**src/rtl/network_receive_endpoint.sv**
```systemverilog
// Two-flit packet receiver: header/payload reassembly into a DEPTH-entry message FIFO.
// Optional destination filtering with drop counting is enabled by XCTCMSG_DEST_CHECK_EN.
module network_receive_endpoint #(
    parameter int unsigned DEPTH = 2
) (
    input  logic        clk,
    input  logic        rst_n,
    input  logic [31:0] local_address,
    input  logic        noc_in_valid,
    output logic        noc_in_ready,
    input  logic [63:0] noc_in_data,
    output logic        endpoint_mailbox_valid,
    input  logic        mailbox_endpoint_ready,
    output logic [15:0] endpoint_mailbox_sender,
    output logic [15:0] endpoint_mailbox_tag,
    output logic [63:0] endpoint_mailbox_value,
    output logic [15:0] drop_count
);

    localparam int unsigned AW = $clog2(DEPTH);
    localparam int unsigned CW = AW + 1;
    localparam logic [CW-1:0] FULL_COUNT = CW'(DEPTH);

    typedef enum logic {
        HDR,
        PLD
    } state_t;

    state_t          state_q, state_d;
    logic [15:0]     hdr_sender_q, hdr_sender_d;
    logic [15:0]     hdr_tag_q, hdr_tag_d;
    logic            hdr_drop_q, hdr_drop_d;
    logic [AW-1:0]   wr_ptr_q, wr_ptr_d;
    logic [AW-1:0]   rd_ptr_q, rd_ptr_d;
    logic [CW-1:0]   count_q, count_d;
    logic [95:0]     mem_q [DEPTH];
    logic [95:0]     head;

    logic            full;
    logic            xfer;
    logic            push;
    logic            pop;
    logic            drop_xfer;
    logic            dest_mismatch;

    assign full = (count_q == FULL_COUNT);
    assign xfer = noc_in_valid && noc_in_ready;
    assign pop  = (count_q != '0) && mailbox_endpoint_ready;

    always_comb begin
        state_d      = state_q;
        hdr_sender_d = hdr_sender_q;
        hdr_tag_d    = hdr_tag_q;
        hdr_drop_d   = hdr_drop_q;
        noc_in_ready = 1'b1;
        push         = 1'b0;
        drop_xfer    = 1'b0;
        case (state_q)
            HDR: begin
                if (xfer) begin
                    hdr_sender_d = noc_in_data[31:16];
                    hdr_tag_d    = noc_in_data[15:0];
                    hdr_drop_d   = dest_mismatch;
                    state_d      = PLD;
                end
            end
            PLD: begin
                // Readiness uses registered occupancy only, so a same-cycle pop never unblocks.
                noc_in_ready = !full || hdr_drop_q;
                if (xfer) begin
                    push      = !hdr_drop_q;
                    drop_xfer = hdr_drop_q;
                    state_d   = HDR;
                end
            end
            default: state_d = HDR;
        endcase
    end

    always_comb begin
        wr_ptr_d = wr_ptr_q;
        rd_ptr_d = rd_ptr_q;
        count_d  = count_q;
        if (push) begin
            wr_ptr_d = wr_ptr_q + 1'b1;
        end
        if (pop) begin
            rd_ptr_d = rd_ptr_q + 1'b1;
        end
        if (push && !pop) begin
            count_d = count_q + 1'b1;
        end else if (!push && pop) begin
            count_d = count_q - 1'b1;
        end
    end

    always_ff @(posedge clk or negedge rst_n) begin
        if (!rst_n) begin
            state_q      <= HDR;
            hdr_sender_q <= '0;
            hdr_tag_q    <= '0;
            hdr_drop_q   <= 1'b0;
            wr_ptr_q     <= '0;
            rd_ptr_q     <= '0;
            count_q      <= '0;
        end else begin
            state_q      <= state_d;
            hdr_sender_q <= hdr_sender_d;
            hdr_tag_q    <= hdr_tag_d;
            hdr_drop_q   <= hdr_drop_d;
            wr_ptr_q     <= wr_ptr_d;
            rd_ptr_q     <= rd_ptr_d;
            count_q      <= count_d;
        end
    end

    always_ff @(posedge clk) begin
        if (push) begin
            mem_q[wr_ptr_q] <= {hdr_sender_q, hdr_tag_q, noc_in_data};
        end
    end

    // Storage is not reset; fields are masked to zero whenever the FIFO is empty.
    assign head                    = mem_q[rd_ptr_q];
    assign endpoint_mailbox_valid  = (count_q != '0);
    assign endpoint_mailbox_sender = endpoint_mailbox_valid ? head[95:80] : '0;
    assign endpoint_mailbox_tag    = endpoint_mailbox_valid ? head[79:64] : '0;
    assign endpoint_mailbox_value  = endpoint_mailbox_valid ? head[63:0]  : '0;

`ifdef XCTCMSG_DEST_CHECK_EN
    logic [15:0] drop_count_q, drop_count_d;

    assign dest_mismatch = (noc_in_data[63:32] != local_address);

    always_comb begin
        drop_count_d = drop_count_q;
        if (drop_xfer && (drop_count_q != 16'hFFFF)) begin
            drop_count_d = drop_count_q + 16'd1;
        end
    end

    always_ff @(posedge clk or negedge rst_n) begin
        if (!rst_n) begin
            drop_count_q <= '0;
        end else begin
            drop_count_q <= drop_count_d;
        end
    end

    assign drop_count = drop_count_q;
`else
    logic unused_dest;

    assign dest_mismatch = 1'b0;
    assign drop_count    = '0;
    assign unused_dest   = ^{local_address, noc_in_data[63:32], drop_xfer};
`endif

endmodule

```
**config.mk**
```make
export PLATFORM = sky130hd
export DESIGN_NAME = network_receive_endpoint
export DESIGN_NICKNAME = d
export VERILOG_FILES = /design/src/rtl/network_receive_endpoint.sv
export SDC_FILE = /design/constraint.sdc
export NUM_CORES = 1
export LEC_CHECK = 0
export ABC_CLOCK_PERIOD_IN_PS = 7100
export BUFFER_PORTS_ARGS = -buffer_cell sky130_fd_sc_hd__buf_2
export CORE_ASPECT_RATIO = 1.5
export CORE_MARGIN = 2
export CORE_UTILIZATION = 43
export CTS_BUF_LIST = sky130_fd_sc_hd__clkbuf_8
export DETAILED_ROUTE_END_ITERATION = 6
export PLACE_DENSITY = 0.73
export SLEW_MARGIN = 40
export SYNTH_ARGS = -nofsm -noshare
export SYNTH_HDL_FRONTEND = slang
export SYNTH_SLANG_ARGS = --single-unit
```
**constraint.sdc**
```tcl
create_clock -name clk -period 7.1 [get_ports clk]
set_input_delay 1.775 -clock clk [delete_from_list [all_inputs] [get_ports clk]]
set_output_delay 1.775 -clock clk [all_outputs]
set_load 0.005 [all_outputs]
```
* Yosys cells after proc, flatten, opt, wreduce, memory -nomap -nowiden *
Memories as Yosys holds them, arrays and structs flattened.
Cells that the tools add are included.

operators by class
  $add $sub $neg = 4
  bitwise logic cells = 1
  muxes and demuxes = 12
  equality and inequality tests = 1
  reductions and logical operators = 10

operator list
  operator                                                            count
  64-bit 2-to-1 mux                                                   1
  16-bit 2-to-1 mux                                                   2
  1-bit 2-to-1 mux                                                    6
  1-bit logical AND                                                   4
  2-bit 2-to-1 mux                                                    2
  2-bit nonzero test                                                  2
  1-bit zero test                                                     3
  1-bit adder, second input constant                                  2
  2-bit by 1-bit adder with 2-bit output, second input constant       1
  2-bit == test, second input constant                                1
  1-bit case mux with 2 select lines                                  1
  2-bit AND reduction                                                 1
  2-bit by 1-bit subtractor with 2-bit output, second input constant  1
  1-bit NOT                                                           1

word-level totals
  memories kept = 1
  flip-flop bits (word level) = 37
  output and inout port bits = 114
  memory bits (writable) = 192

memory list
  name   depth  width  read ports  clocked after memory_dff  write ports  line  text
  mem_q  2      96     1           0                         1            36    logic [95:0] mem_q [DEPTH];

* Longest topological paths before layout *
Gate-level depths: netlist of the first run.

  word-level depth = 10
  mapped depth = 7

* Least setup slack after synthesis of the first run *
No wires, ideal clock.

  path kind = in2reg
  from = input port noc_in_valid
  to = memory mem_q[0][0], enable pin
  path slack = 0.178 ns
  arrival time = 6.359 ns
  stages = 3
  setup time = 0.563 ns
  cell sequence = and2_1 > ha_1 > nor2b_1

between the ends
  cells in the longest elaborated chain, start to end = 5

RTL lines
  element                                 line  text
  start, declared                         9     input logic noc_in_valid,
  1-bit logical AND                       47    assign xfer = noc_in_valid && noc_in_ready;
  1-bit 2-to-1 mux                        70    if (xfer) begin
  1-bit 2-to-1 mux                        58    case (state_q)
  via push                                41    logic push;
  1-bit 2-to-1 mux                        118   if (push) begin
  1-bit 2-to-1 mux (implied by the code)  119   mem_q[wr_ptr_q] <= {hdr_sender_q, hdr_tag_q, noc_in_data};
  end, declared                           36

The timed path passes the listed nets, and every way through them passes these cells.

* Worst setup path in the final report of the first run *
  from = register count_q[0]
  to = output port endpoint_mailbox_value[2]

between the ends
  cells in the longest elaborated chain, start to end = 2

RTL lines
  element                 line  text
  start, declared         35    logic [CW-1:0] count_q, count_d;
  start signal, assigned  113   count_q <= count_d;
  2-bit nonzero test      125   assign endpoint_mailbox_valid = (count_q != '0);
  64-bit 2-to-1 mux       128   assign endpoint_mailbox_value = endpoint_mailbox_valid ? head[63:0] : '0;
  end, declared           16    output logic [63:0] endpoint_mailbox_value,

Every way passes these cells.

==> flow_metrics.tcl, run 1 <==
set metrics [dict create \
    synth_xor_xnor_area_share_pct 0.496 \
    grt_pass1_wl_um 25800 \
    cp.arrival_ns 2.63 \
    cts_hold_buf 0 \
    gp_congestion 0.690 \
    vias 4705 \
    required_ns 5.33 \
    status "complete, no violations" \
    tightest_slew_ns 0.782 \
    synth_fa_ha_area_share_pct 0.425 \
    synth_cell_types 22 \
    grt_setup_unrepaired "false" \
    synth_top_family_by_area "multiplexers" \
    cts.reportedPaths.clkPinSlew_ns 0.06 \
    slew_headroom_pct 47.7 \
    ys_ff_latch 229 \
    synth.most_common_cell "edfxtp_1" \
    port-buffer-count 165 \
    grt_use_total_pct 15.0 \
    rows 64 \
    nets 799 \
    holdWs_ns 0.462 \
    dpl_cell_area_um2 9860 \
    syn-instance-count 513 \
    setup_viol 0 \
    postCtsSetupBuffers 0 \
    die_w_um 121 \
    period_minus_slack_ns 4.40 \
    avgSynthCellArea_um2 17.2 \
    synth.yosys.seq_area_share_pct 75.8 \
    slew_violations 0 \
    fin_setup_tns_ns 0 \
    syn_to_final_growth_pct 19.9 \
    end_kind "output pin" \
    ios 214 \
    tritoncts "yes" \
    grt_overflow_total 0 \
    clock_sinks 229 \
    peakVddDrop_mv 0.200 \
    h-tree-depth 2 \
    fp.dieArea_um2 21700 \
    yosys.area.top_type "edfxtp_1" \
    maxCapViolCount 0 \
    core-area_um2 20300 \
    synthMuxAreaShare_pct 15.0 \
    dp_hpwl_um 10300 \
    start_util_pct 43.6 \
    post-synth-top-area-fraction_pct 65.3 \
    path_max_fanout 65 \
    yosys_warnings 0 \
    wl_um 16200 \
    fp.dieH_um 179 \
    grt_pass1_vias 5103 \
    min_path_type "reg2reg" \
    fin_skew_ns 0.0157 \
    synthFlopType "edfxtp_1" \
    synth-compound-area-share_pct 0 \
    first_iter_violations 296 \
    fmax_ghz 0.227 \
    cp-start-kind "flop" \
    clk_latency_ns 0.49 \
    synthSimpleGateAreaFrac_pct 4.59 \
    hold_viol_final 0 \
    finalCritPeriodShare_pct 62.0 \
    fin_area_um2 10600 \
    numCtsBuffers 35 \
    avgRoutedWirePerCell_um 16.4 \
    synthTopCellsByCount "edfxtp_1 (192), nor2_1 (97), mux2i_1 (96), dfrtp_1 (37), mux2_1 (30)" \
    cts_root_buf "clkbuf_8" \
    ys_top_cells_by_area "edfxtp_1 (65%), mux2i_1 (11%), dfrtp_1 (10%)" \
    cts_buffer_depth 3 \
    async_reset_ff_share_pct 16.2 \
    viasPerCell 4.77 \
    crit_type "reg2out" \
    antenna_found_initial 1 \
    p_leak_nw 4.37 \
    grt_max_degree 66 \
    synth_edf_count 192 \
    powerDensity_nw_per_um2 425 \
    syn_area_um2 8830 \
    cts_resized 0 \
    remaining_drc_errors 0 \
    drive_gt1_share_pct 31.6 \
    ant_nets 0 \
    firstDrtPassIters 4 \
]
-- flip-flops by register name, summed over array words and instances (netlist names) --
name / count
count_q: 2
hdr_sender_q: 16
hdr_tag_q: 16
mem_q: 192
rd_ptr_q: 1
state_q: 1
wr_ptr_q: 1
-- final timing paths --
kind | from | endpoint | slack (ns) | depth (start not counted)
max in group asynchronous | rst_n | rd_ptr_q$_DFFE_PN0P_ | 5.35 | 1
min in group asynchronous | rst_n | hdr_tag_q[10]$_DFFE_PN0P_ | 1.28 | 1
min reg2reg | hdr_sender_q[5]$_DFFE_PN0P_ | mem_q[0][85]$_DFFE_PP_ | 0.46 | 0
min | hdr_sender_q[5]$_DFFE_PN0P_ | mem_q[0][85]$_DFFE_PP_ | 0.46 | 0
max reg2reg | count_q[0]$_DFFE_PN0P_ | count_q[1]$_DFFE_PN0P_ | 4.38 | 7
max | count_q[0]$_DFFE_PN0P_ | endpoint_mailbox_value[2] | 2.70 | 4
-- routing by layer --
layer	GRT usage, %	up-vias	part of all wire, %
met2	28.2	147	54
met5	0	-	0
met1	16.5	2311	38
li1	-	2212	-
met4	5.12	0	2.5
met3	2.98	35	5.2
-- worst max-delay path, stage by stage, from the launching register on --
cell and delay (ns):
dfrtp_1 0.46, nor2_4 0.62, buf_4 0.70, nor2_1 0.17, buf_2 0.17
-- logic make-up after synthesis --
family                   Yosys count
flip-flops                       229
multiplexers                     128
AND/OR/NAND/NOR                  103
buffers and inverters             44
XOR/XNOR                           5
adder cells (fa/ha/maj)            3
other                              1
-- power breakdown --
group	internal (W)	total [W]	switching, W
Clock	0.000616	0.00109	0.000475
Combinational	0.000606	0.00133	0.000729
Sequential	0.00189	0.00207	0.000177
Total	0.00311	0.00449	0.00138
-- layout make-up --
cell class / instances / area (um^2)
multi-input combinational: 255 / 1890
clock buffer: 39 / 537
clock inverter: 24 / 179
tap: 264 / 330
fill: 1671 / 9680
antenna: 1 / 2.50
timing repair buffer: 172 / 937
inverter: 3 / 11.3
sequential: 229 / 6700
-- cells in the final DEF, fill, tap and decap left out, types with 2 or more instances in the layout --
cell type | netlist | layout
clkinv_2 | 0 | 5
xor2_1 | 3 | 3
nor2_1 | 97 | 97
ha_1 | 3 | 2
edfxtp_1 | 192 | 192
mux2i_1 | 96 | 96
bufinv_16 | 0 | 3
buf_12 | 0 | 2
mux2_2 | 2 | 2
clkbuf_8 | 0 | 39
mux2_1 | 30 | 30
clkinv_1 | 0 | 5
buf_4 | 24 | 3
buf_2 | 7 | 164
xnor2_1 | 2 | 2
dfrtp_1 | 37 | 36
inv_1 | 2 | 12
conb_1 | 1 | 16
-- through the flow --
stage               util [%]  total power (W)  cells  worst slack (ns)
floorplan                  -          0.00294    528             0.178
global placement        48.3          0.00338    920              2.97
detailed placement      48.7          0.00347    923              3.04
CTS                     52.2          0.00458    986              2.58
global route            52.2          0.00477    986              2.45
finish                  52.2          0.00449    987              2.70
No activity file was read; power rests on OpenSTA's default activity.
==> run 2, diff against run 1 <==
--- a/config.mk
+++ b/config.mk
@@ -5,14 +5,14 @@
 export SDC_FILE = /design/constraint.sdc
 export NUM_CORES = 1
 export LEC_CHECK = 0
-export ABC_CLOCK_PERIOD_IN_PS = 7100
+export ABC_CLOCK_PERIOD_IN_PS = 3520
 export BUFFER_PORTS_ARGS = -buffer_cell sky130_fd_sc_hd__buf_2
 export CORE_ASPECT_RATIO = 1.5
 export CORE_MARGIN = 2
 export CORE_UTILIZATION = 43
 export CTS_BUF_LIST = sky130_fd_sc_hd__clkbuf_8
 export DETAILED_ROUTE_END_ITERATION = 6
-export PLACE_DENSITY = 0.73
+export PLACE_DENSITY = 0.76
 export SLEW_MARGIN = 40
 export SYNTH_ARGS = -nofsm -noshare
 export SYNTH_HDL_FRONTEND = slang
==> constraint.sdc (replaced) <==
create_clock -name clk -period 3.52 [get_ports clk]
set_input_delay 0.88 -clock clk [delete_from_list [all_inputs] [get_ports clk]]
set_output_delay 0.88 -clock clk [all_outputs]
set_load 0.005 [all_outputs]
==> run 2 against run 1 <==
Clock skew shrank 0.0050 ns. Utilization shrank 0.46 points. Clock-buffer cell count shrank 7. Sequential power grew 100%. Final area shrank 0.89%. Sequential share of layout area grew 0.57 points. Clock power grew 74%. Global-route usage shrank 0.69 points. Non-clock buffer count grew 4. Largest power group unchanged. Sequential cell count is the same. Setup slack lost 2.2 ns.
==> flow_metrics.tcl, run 2 (synthesized netlist as in run 1, its figures left out) <==
set metrics [dict create \
    reg2reg_depth 5 \
    hold_viol_final 0 \
    crit_start "rd_ptr_q$_DFFE_PN0P_" \
    syn_to_final_growth_pct 18.8 \
    regMostFlops "mem_q" \
    fin_setup_tns_ns 0 \
    fp.dieArea_um2 21700 \
    grt_use_total_pct 14.3 \
    final_common_cell "edfxtp_1" \
    fin_skew_ns 0.0107 \
    clk_latency_ns 0.54 \
    core-area_um2 20300 \
    cts_buffer_depth 3 \
    holdWs_ns 0.365 \
    powerDensity_nw_per_um2 838 \
    die_w_um 121 \
    dp_hpwl_um 9750 \
    avgRoutedWirePerCell_um 15.7 \
    use_met2_pct 26.3 \
    crit_cells 4 \
    grt_setup_unrepaired "false" \
    ios 214 \
    rows 64 \
    cp_slowest_cell "dfrtp_4" \
    h-tree-depth 1 \
    fp.dieH_um 179 \
    setup_viol 0 \
    numCtsBuffers 31 \
    cts_hold_buf 0 \
    vias 4665 \
    wl_um 15400 \
    crit_type "reg2out" \
    cp.arrival_ns 2.17 \
    tightest_slew_ns 0.713 \
    start_util_pct 43.6 \
    antenna_found_initial 2 \
    firstDrtPassIters 4 \
    cp-start-kind "flop" \
    finalCritPeriodShare_pct 86.6 \
    remaining_drc_errors 0 \
    clock_sinks 229 \
    p_leak_nw 4.34 \
    viasPerCell 4.74 \
    slew_violations 0 \
    ant_nets 0 \
    final_cell_mix "edfxtp_1 (192), buf_2 (165), nor2_1 (97)" \
    port-buffer-count 165 \
    status "complete, no violations" \
    path_max_fanout 28 \
    critPathMaxStageDelay_ns 0.80 \
    gp_congestion 0.720 \
    grt_max_degree 98 \
    first_iter_violations 231 \
    maxCapViolCount 0 \
    min_path_type "in2async" \
    crit_buf_inv 2 \
    cts_root_buf "clkbuf_8" \
    nets 799 \
    cts.reportedPaths.clkPinSlew_ns 0.07 \
    postCtsSetupBuffers 0 \
    required_ns 2.64 \
    cp_top_family "flip-flops" \
    end_kind "output pin" \
    largest_reg_flops 192 \
    drive_gt1_share_pct 31.3 \
    gr-usage-met1_pct 15.2 \
    busiest_layer "met2" \
    period_minus_slack_ns 3.05 \
    grt_pass1_wl_um 24300 \
    grt_overflow_total 0 \
    rr_startpoint "count_q[0]$_DFFE_PN0P_" \
    cts_resized 0 \
    tritoncts "yes" \
    grt.met3_usage_pct 2.92 \
    peakVddDrop_mv 0.455 \
    slew_headroom_pct 52.5 \
    fmax_ghz 0.328 \
    top_regs "mem_q x192, hdr_sender_q x16, hdr_tag_q x16" \
    grt_pass1_vias 4788 \
    crit_chain "buf_4 -> mux2i_1 -> nor2_1 -> buf_2" \
]
## run 2: changes by cell type in the layout (fill, tap and decap cells not counted)
cell / change
clkinv_1: -1
ha_4: -1
buf_2: +1
buf_12: +3
buf_16: -1
bufinv_16: -1
ha_2: +1
buf_6: -1
clkinv_2: +1
buf_8: -1
inv_1: +2
buf_4: +3
clkbuf_8: -7
## run 2: area by class of cell
cell class | count | area, um^2
diodes | 1 | 2.50
clock buffers | 32 | 440
clock inverters | 25 | 158
fillers | 1642 | 9770
inverters | 3 | 11.3
multi-input cells | 255 | 1880
flip-flops and latches | 229 | 6700
well taps | 264 | 330
repair buffers | 176 | 971
## run 2: metal layers
layer,up-vias,part of all wire [%]
met4,2,4.3
met2,142,54
met1,2263,36
met3,46,5.4
met5,-,0.071
li1,2212,-
## run 2: power by group
part           switching, W  internal, W
Combinational       0.00148      0.00125
Clock              0.000913     0.000992
Sequential         0.000337      0.00382
Total               0.00273      0.00605
## run 2: final timing paths
| check | slack [ns] | endpoint |
|---|---|---|
| max in group asynchronous | 2.46 | hdr_tag_q[5]$_DFFE_PN0P_ |
| min in group clk | 0.46 | mem_q[1][85]$_DFFE_PP_ |
| max reg2reg | 1.38 | mem_q[0][40]$_DFFE_PP_ |
| min | 0.36 | hdr_tag_q[14]$_DFFE_PN0P_ |
| max | 0.47 | endpoint_mailbox_value[41] |
| min reg2reg | 0.46 | mem_q[1][85]$_DFFE_PP_ |
## run 2: worst reg2reg max path, stage by stage, from the launching register on
cell and delay [ns]:
dfrtp_1 0.45, nand3b_1 0.15, and2_1 0.15, ha_1 0.24, nor2b_4 0.17, buf_4 0.57
## run 2: metrics by stage
stage | power, W | cells | area [um^2] | utilization, % | setup slack [ns]
final | 0.00879 | 985 | 10500 | 51.8 | 0.472
after global routing | 0.00933 | 985 | 10500 | 51.8 | 0.290
after CTS | 0.00894 | 984 | 10500 | 51.8 | 0.402
after detailed placement | 0.00701 | 927 | 9890 | 48.8 | 1.00
after global placement | 0.00693 | 927 | 9890 | 48.8 | 1.00
after floorplan | 0.00590 | 528 | 8890 | - | 0.385
